File: config.mk
export PLATFORM = sky130hd
export DESIGN_NAME = tiny_cpu_prog_loader
export DESIGN_NICKNAME = d
export VERILOG_FILES = /design/src/rtl/tiny_cpu_prog_loader.sv
export SDC_FILE = /design/constraint.sdc
export NUM_CORES = 1
export LEC_CHECK = 0
export CAP_MARGIN = 10
export CORE_MARGIN = 5
export CORE_UTILIZATION = 40
export DETAILED_ROUTE_END_ITERATION = 10
export MAX_ROUTING_LAYER = met4
export PLACE_DENSITY_LB_ADDON = 0.15
export REMOVE_ABC_BUFFERS = 1
export SLEW_MARGIN = 20
export SYNTH_ARGS = -nofsm -noshare
export SYNTH_HDL_FRONTEND = slang
export SYNTH_SLANG_ARGS = --single-unit
export TNS_END_PERCENT = 10
File: constraint.sdc
create_clock -name clk -period 2.32 [get_ports clk]
set_input_delay 0.348 -clock clk [delete_from_list [all_inputs] [get_ports clk]]
set_output_delay 0.348 -clock clk [all_outputs]
set_load 0.05 [all_outputs]
File: src/rtl/tiny_cpu_prog_loader.sv
// Program-memory loader for the 4-bit accumulator CPU: takes a nibble-serial
// LEN/data/CSUM frame, verifies it and exposes a gated 16x8 instruction memory.
module tiny_cpu_prog_loader #(
  parameter int DEPTH = 16
) (
  input  logic       clk,
  input  logic       rst_n,
  input  logic       start,
  input  logic [3:0] nib_in,
  input  logic       nib_stb,
  input  logic [3:0] cpu_addr,
  output logic [7:0] cpu_instr,
  output logic [3:0] last_addr,
  output logic       busy,
  output logic       done,
  output logic       err
);

  typedef enum logic [3:0] {
    ST_IDLE  = 4'd0,
    ST_LEN_H = 4'd1,
    ST_LEN_L = 4'd2,
    ST_DAT_H = 4'd3,
    ST_DAT_L = 4'd4,
    ST_CS_H  = 4'd5,
    ST_CS_L  = 4'd6,
    ST_DONE  = 4'd7,
    ST_ERR   = 4'd8
  } state_t;

  state_t      state_q, state_d;
  logic [3:0]  hi_q, hi_d;
  logic [4:0]  len_q, len_d;
  logic [4:0]  cnt_q, cnt_d;
  logic [7:0]  acc_q, acc_d;
  logic        busy_q, busy_d;
  logic        done_q, done_d;
  logic        err_q, err_d;
  logic [3:0]  last_addr_q, last_addr_d;
  logic [7:0]  mem_q [DEPTH];
  logic [7:0]  mem_d [DEPTH];
  logic [7:0]  byte_s;
  logic [4:0]  cnt_inc_s;

  // Low nibble completes the byte in the same cycle it is strobed.
  assign byte_s    = {hi_q, nib_in};
  assign cnt_inc_s = cnt_q + 5'd1;

  // Next-state and datapath update for the frame parser.
  always_comb begin
    state_d     = state_q;
    hi_d        = hi_q;
    len_d       = len_q;
    cnt_d       = cnt_q;
    acc_d       = acc_q;
    busy_d      = busy_q;
    done_d      = done_q;
    err_d       = err_q;
    last_addr_d = last_addr_q;
    mem_d       = mem_q;
    case (state_q)
      ST_IDLE, ST_DONE, ST_ERR: begin
        // start takes priority; a coincident nibble is simply not consumed
        if (start) begin
          state_d = ST_LEN_H;
          cnt_d   = 5'd0;
          acc_d   = 8'h00;
          done_d  = 1'b0;
          err_d   = 1'b0;
          busy_d  = 1'b1;
        end else begin
          state_d = state_q;
        end
      end
      ST_LEN_H, ST_DAT_H, ST_CS_H: begin
        if (nib_stb) begin
          hi_d = nib_in;
          if (state_q == ST_LEN_H) begin
            state_d = ST_LEN_L;
          end else if (state_q == ST_DAT_H) begin
            state_d = ST_DAT_L;
          end else begin
            state_d = ST_CS_L;
          end
        end else begin
          hi_d = hi_q;
        end
      end
      ST_LEN_L: begin
        if (nib_stb) begin
          if ((byte_s == 8'h00) || (byte_s > 8'd16)) begin
            state_d = ST_ERR;
            err_d   = 1'b1;
            busy_d  = 1'b0;
          end else begin
            len_d   = byte_s[4:0];
            state_d = ST_DAT_H;
          end
        end else begin
          state_d = state_q;
        end
      end
      ST_DAT_L: begin
        if (nib_stb) begin
          mem_d[cnt_q[3:0]] = byte_s;
          acc_d = acc_q ^ byte_s;
          cnt_d = cnt_inc_s;
          if (cnt_inc_s == len_q) begin
            state_d = ST_CS_H;
          end else begin
            state_d = ST_DAT_H;
          end
        end else begin
          state_d = state_q;
        end
      end
      ST_CS_L: begin
        if (nib_stb) begin
          busy_d = 1'b0;
          if (byte_s == acc_q) begin
            state_d     = ST_DONE;
            done_d      = 1'b1;
            last_addr_d = len_q[3:0] - 4'd1;
          end else begin
            state_d = ST_ERR;
            err_d   = 1'b1;
          end
        end else begin
          state_d = state_q;
        end
      end
      default: begin
        state_d = ST_IDLE;
        busy_d  = 1'b0;
      end
    endcase
  end

  // State, control and memory registers; reset also wipes the program.
  always_ff @(posedge clk or negedge rst_n) begin
    if (!rst_n) begin
      state_q     <= ST_IDLE;
      hi_q        <= 4'd0;
      len_q       <= 5'd0;
      cnt_q       <= 5'd0;
      acc_q       <= 8'h00;
      busy_q      <= 1'b0;
      done_q      <= 1'b0;
      err_q       <= 1'b0;
      last_addr_q <= 4'd0;
      for (int i = 0; i < DEPTH; i++) begin
        mem_q[i] <= 8'h00;
      end
    end else begin
      state_q     <= state_d;
      hi_q        <= hi_d;
      len_q       <= len_d;
      cnt_q       <= cnt_d;
      acc_q       <= acc_d;
      busy_q      <= busy_d;
      done_q      <= done_d;
      err_q       <= err_d;
      last_addr_q <= last_addr_d;
      for (int i = 0; i < DEPTH; i++) begin
        mem_q[i] <= mem_d[i];
      end
    end
  end

  // Contents are only exposed once a frame has verified and nothing is loading.
  assign cpu_instr = (done_q && !busy_q) ? mem_q[cpu_addr] : 8'h00;
  assign last_addr = last_addr_q;
  assign busy      = busy_q;
  assign done      = done_q;
  assign err       = err_q;

endmodule

==> out/summary.txt, run 1 <==
Status: finished, violations left
Failing checks: setup timing
Most frequent cell after synthesis: dfrtp_1
Min Clock Period, post-route: 2500 ps
Global-route wire length before repair: 31500 um
Synth area leader: dfrtp_1
Clock network fraction of design power: 31.9%
Largest cells by area after synthesis: dfrtp_1 (51%), mux2_2 (19%), mux4_2 (12%)
WL final: 19400 um
Peak VDD IR: 0.630 mV
Share of cells above drive strength 1: 43.7%
RSZ-0062 raised after global routing: true
Synth top cells by count: dfrtp_1 (161), mux2_2 (129), mux4_2 (40), o21ai_0 (30), nand2_1 (27)
Worst Reg-to-Reg Cells: 6
Routability congestion estimate from global placement: 0.842
Fmax achieved: 400 MHz
Critical path type: reg2out
Period utilization: 108%
Crit end category: output port
Area of the mapped netlist: 0.00783 sq mm
Pin count of the biggest net entering global routing: 66
Power Density: 854 mW/mm^2
Area grow syn2layout: 20.0%
Origin of the critical flop-to-flop path: state_q[2]
N_diodes: 0
CP startpoint kind: flip-flop
Post-Synthesis Cells: 564
Die Area: 0.0225 sq mm
Worst-Margin Slew: 646 ps
Antenna-violating nets left: 0
Setup ws final: -179 ps
Die width: 150 um
Inst Count DP: 868
Seq pwr share: 43.8%
Number of flops mapped to enable cells by yosys: 0
Combinational power share: 24.3%
Post-synth top area share: 51.5%
Starting Density: 40.4%
Sw Share: 31.7%
Top Family by Delay on Critical Path: multiplexers
Final Net Count: 642
Sw power: 2.54 mW
Largest family of logic cells by synthesized area: multiplexers
Num CTS Buffers: 17
Worst EP arrival: 2150 ps
Post-CTS Setup Bufs: 0
Max Buffers Root-to-Sink: 2
Total gr overflow: 0
Clock H-tree levels: 4
Max stage delay on crit path: 540 ps
Final setup vio count: 8
Yosys cell types: 54
Clock transition at path regs: 70 ps
DRT iter0 DRCs: 247
All-Layer GR Usage: 19.3%
Most used DFF post-synth: dfrtp_1
DR WL/cell: 21.5 um
Root buffer cell: clkbuf_16
Core Region: 0.0194 sq mm
Num ports: 27
Seq/Total Area, Yosys: 51.5%
Synth Area per Inst: 13.9 sq um
Drt via density: 5.39
Critical Path Fanout Max: 2
Final Hold Fails: 0
Pre-CTS setup slack: -385 ps
Async SR Flop Fraction: 100%
Final cell count without fillers: 903
Xor/xnor share of the synthesized area: 2.13%
Buf/Inv on CP: 1
Worst path required time: 1970 ps
Final max-slew violation count: 0
Hold Crit Class: in2async
DPL Wire Length: 12900 um
Post-route DRC: 0
Post-synthesis register bit count: 161
Die H: 150 um
Simple-gate portion of the synthesized area: 7.40%
Clock Latency Late Sink: 430 ps
Maximum capacitance violations: 0
Post-Synth Adder-Cell Area: 0.799%
Reg2reg setup slack: 240 ps
First drt pass iteration count: 4
Leakage: 4.42 nW
Number of global-route vias before repair: 5302
Vias: 4865
R2R Path End: mem_q[52]
Initial antenna violation count: 0
Row count: 51
CTS tree: built
Slew HR: 56.9%
Skew final: 14.0 ps
Synthesis Warnings: 0
Post-synthesis compound-gate area fraction: 3.82%
Clock Sinks: 161
Multiplexer share of the synthesized area: 31.6%
Most used cell, CP: mux4_2
Worst path cell trace: mux4_2 > mux4_2 > nor2b_4 > buf_6
Slowest stage cell, crit path: mux4_2
PortBufs: 26
Internal power: 5.48 mW
stage by stage:
step / total power [mW] / TNS, ps / util, % / area, sq um / hold slack (ps)
after CTS: 8.11 / -1330 / 48.4 / 9380 / 498
final: 8.02 / -1120 / 48.4 / 9390 / 494
after global placement: 5.46 / -2550 / 45.0 / 8730 / 381
after floorplan: 4.73 / 0 / - / 7650 / 52.4
after global routing: 8.49 / -1660 / 48.4 / 9390 / 509
after detailed placement: 5.50 / -2760 / 45.0 / 8730 / 391
power groups by stage:
stage | Combinational, mW | Clock [mW] | Sequential (mW)
final | 1.95 | 2.56 | 3.52
after global routing | 2.15 | 2.77 | 3.57
after CTS | 1.96 | 2.63 | 3.52
after detailed placement | 1.94 | 0 | 3.56
after global placement | 1.90 | 0 | 3.56
after floorplan | 1.08 | 0 | 3.65
cell families after synthesis:
logic type	count (synthesis)
AND/OR/NAND/NOR	99
flip-flops	161
adder cells (fa/ha/maj)	5
multiplexers	180
XOR/XNOR	19
buffers and inverters	50
AO/OA/AOI/OAI	50
state kept, by name (all words and copies together) (netlist names):
name       count
state_q        4
err            1
cnt_q          5
hi_q           4
len_q          5
acc_q          8
mem_q        128
busy           1
done           1
last_addr      4
layout by cell type, fill, tap and decap left out, drive strengths merged, types with 2 or more instances in the layout:
| master | n |
|---|---|
| clkinvlp | 2 |
| a21oi | 5 |
| nand4 | 2 |
| ha | 5 |
| clkbuf | 19 |
| nor3b | 2 |
| inv | 13 |
| o31a | 2 |
| nor2 | 15 |
| and4 | 3 |
| nand3 | 13 |
| o31ai | 3 |
| nand3b | 2 |
| clkdlybuf4s50 | 15 |
| and2 | 2 |
| xnor2 | 14 |
| o21ai | 31 |
| nor4 | 2 |
| xor2 | 5 |
| nand2b | 2 |
| nor3 | 8 |
| buf | 64 |
| nand2 | 31 |
| and3 | 2 |
| mux2i | 2 |
| mux2 | 138 |
| nor2b | 8 |
| dfrtp | 161 |
| or4 | 2 |
| clkinv | 8 |
| mux4 | 40 |
routing by layer:
layer | vias up | part of all wire (%) | GRT usage [%]
met5 | - | 0 | -
met2 | 79 | 50 | 30.5
li1 | 2199 | - | -
met1 | 2562 | 45 | 25.4
met4 | 0 | 1.4 | 4.89
met3 | 25 | 3.4 | 4.60
timing repair:
item,in CTS,in global routing
gates resized for setup,17,2
endpoints found under the hold margin,60,0
endpoints found under the setup margin,8,8
pin swaps,0,0
hold buffers,1,0
gates cloned,2,0
area by class of cell:
type                       instances  area [sq um]
fill                            1728         10000
sequential                       161          4030
multi-input combinational        353          3600
tap                              265           332
clock inverter                    13           106
timing repair buffer              82           855
clock buffer                      19           433
inverter                          10          37.5
worst max path at each step:
stage / from / end / slack, ps / cells after the start
final: mem_q[5] / cpu_instr[5] / -180 / 4
after global placement: cpu_addr[1] / cpu_instr[3] / -330 / 6
after detailed placement: cpu_addr[1] / cpu_instr[5] / -380 / 6
after CTS: mem_q[5] / cpu_instr[5] / -190 / 4
after floorplan: state_q[3] / mem_q[16] / 350 / 4
after global routing: mem_q[5] / cpu_instr[5] / -230 / 4
(Power assumes the default switching activity.)
==> run 2, diff against run 1 <==
CORE_ASPECT_RATIO = 1.75   (was unset)
GPL_ROUTABILITY_DRIVEN = 1   (was unset)
==> out/summary.txt, run 2 (synthesis gave the netlist of run 1 again) <==
Starting Density: 40.8%
Min Clock Period, post-route: 2470 ps
Final max-slew violation count: 0
Initial antenna violation count: 0
Worst-Margin Slew: 746 ps
Antenna-violating nets left: 0
Routability congestion estimate from global placement: 0.859
Worst path required time: 1970 ps
PortBufs: 26
RSZ-0062 raised after global routing: true
Max Buffers Root-to-Sink: 2
Skew final: 10.2 ps
Failing checks: setup timing
Post-CTS Setup Bufs: 0
Clock Sinks: 161
Critical path type: reg2out
Pre-CTS setup slack: -374 ps
Leakage: 4.38 nW
Fin util: 48.5%
Pin count of the biggest net entering global routing: 59
Drt via density: 5.52
Clock Latency Late Sink: 420 ps
Commonest cells after routing, fill and taps aside: dfrtp_1 (161), mux2_2 (129), buf_4 (41)
Maximum capacitance violations: 0
Status: finished, violations left
Peak VDD IR: 0.613 mV
Slew HR: 50.2%
Commonest non-fill, non-tap cell in the layout: dfrtp_1
Worst hold slack: 463 ps
Worst Reg-to-Reg Cells: 6
DRT iter0 DRCs: 191
DR WL/cell: 22.6 um
CTS tree: built
Total gr overflow: 0
Core Region: 0.0192 sq mm
Crit end category: output port
First drt pass iteration count: 4
Final Hold Fails: 0
Fmax achieved: 404 MHz
WL final: 19700 um
Share of cells above drive strength 1: 43.4%
Biggest register: mem_q
Critical Path Fanout Max: 2
Final Net Count: 638
Setup ws final: -154 ps
All-Layer GR Usage: 19.3%
Num ports: 27
Area grow syn2layout: 18.9%
Period utilization: 107%
Die H: 195 um
Worst EP arrival: 2130 ps
Post-route DRC: 0
Max reg flops: 128
Regs by FF count: mem_q (128), acc_q (8)
DPL Wire Length: 13600 um
Global-route wire length before repair: 31300 um
N_diodes: 0
Die Area: 0.0226 sq mm
Clock H-tree levels: 4
Num CTS Buffers: 17
Hold Crit Class: in2async
Clock transition at path regs: 60 ps
Number of global-route vias before repair: 5276
Root buffer cell: clkbuf_16
Die width: 116 um
Final setup vio count: 8
Power Density: 864 mW/mm^2
Filler cells: 1668
CP startpoint kind: flip-flop
Row count: 67
Vias: 4834
## run 2: changes by cell type in the layout (fill, tap and decap cells not counted)
cell / before / now
buf_16: 1 / 0
clkinv_4: 6 / 3
inv_6: 2 / 1
buf_6: 10 / 9
buf_2: 0 / 1
clkbuf_8: 0 / 2
inv_8: 1 / 0
clkinvlp_4: 2 / 5
buf_4: 44 / 41
## run 2: where the power goes
group | switching [mW] | internal [mW] | leakage [nW]
logic | 1.03 | 0.890 | 1.93
registers | 0.357 | 3.18 | 2.20
clock network | 1.16 | 1.43 | 0.252
## run 2: what timing repair did
item | CTS | global route
resized for setup | 14 | 2
pin swaps | 0 | 0
endpoints found under the setup margin | 8 | 8
gates cloned | 1 | 0
hold buffers | 1 | 0
endpoints found under the hold margin | 53 | 0
## run 2: critical path: stages (launching register included)
cell	delay [ps]
dfrtp_1	390
mux4_2	500
mux4_2	460
nor2b_2	170
buf_6	180
## run 2: cell type report
| cell class | count | area, sq um | area share [%] |
|---|---|---|---|
| Clock buffer | 21 | 460 | 4.95 |
| Inverter | 10 | 37.5 | 0.403 |
| Sequential cell | 161 | 4030 | 43.3 |
| Multi-Input combinational cell | 353 | 3600 | 38.7 |
| Tap cell | 241 | 302 | 3.24 |
| Clock inverter | 11 | 82.6 | 0.887 |
| Timing Repair Buffer | 78 | 798 | 8.58 |
## run 2: layer usage
layer  share of wire (%)  wire length (um)  GRT usage [%]
met5                   0                 0              -
met4                 2.7               543           7.23
met3                 2.4               480           2.88
met2                  54             10600           32.3
met1                  41              8100           23.4
## run 2: worst paths after layout
check / start / to / slack, ps
setup / recovery: mem_q[97] / cpu_instr[1] / -150
hold / removal: rst_n / last_addr[1] / 460
setup reg to reg: state_q[1] / acc_q[7] / 260
hold reg to reg: mem_q[80] / mem_q[80] / 490
max in group asynchronous: rst_n / mem_q[93] / 1170
min in group clk: mem_q[80] / mem_q[80] / 490
## run 2: per-stage QoR
stage	std cells	power, mW	instance area (sq um)	TNS, ps
3_5_place_dp	841	5.49	8670	-3760
2_1_floorplan	524	4.73	7650	0
4_1_cts	875	8.10	9300	-1260
6_report	875	8.04	9310	-1050
3_3_place_gp	841	5.44	8670	-3690
5_1_grt	875	8.46	9310	-1490
==> run 3, diff against run 2 <==
CTS_CLUSTER_DIAMETER = 150   (was unset)
==> results of run 3 <==
No change in the layout: final DEF, timing and power equal those of run 2.
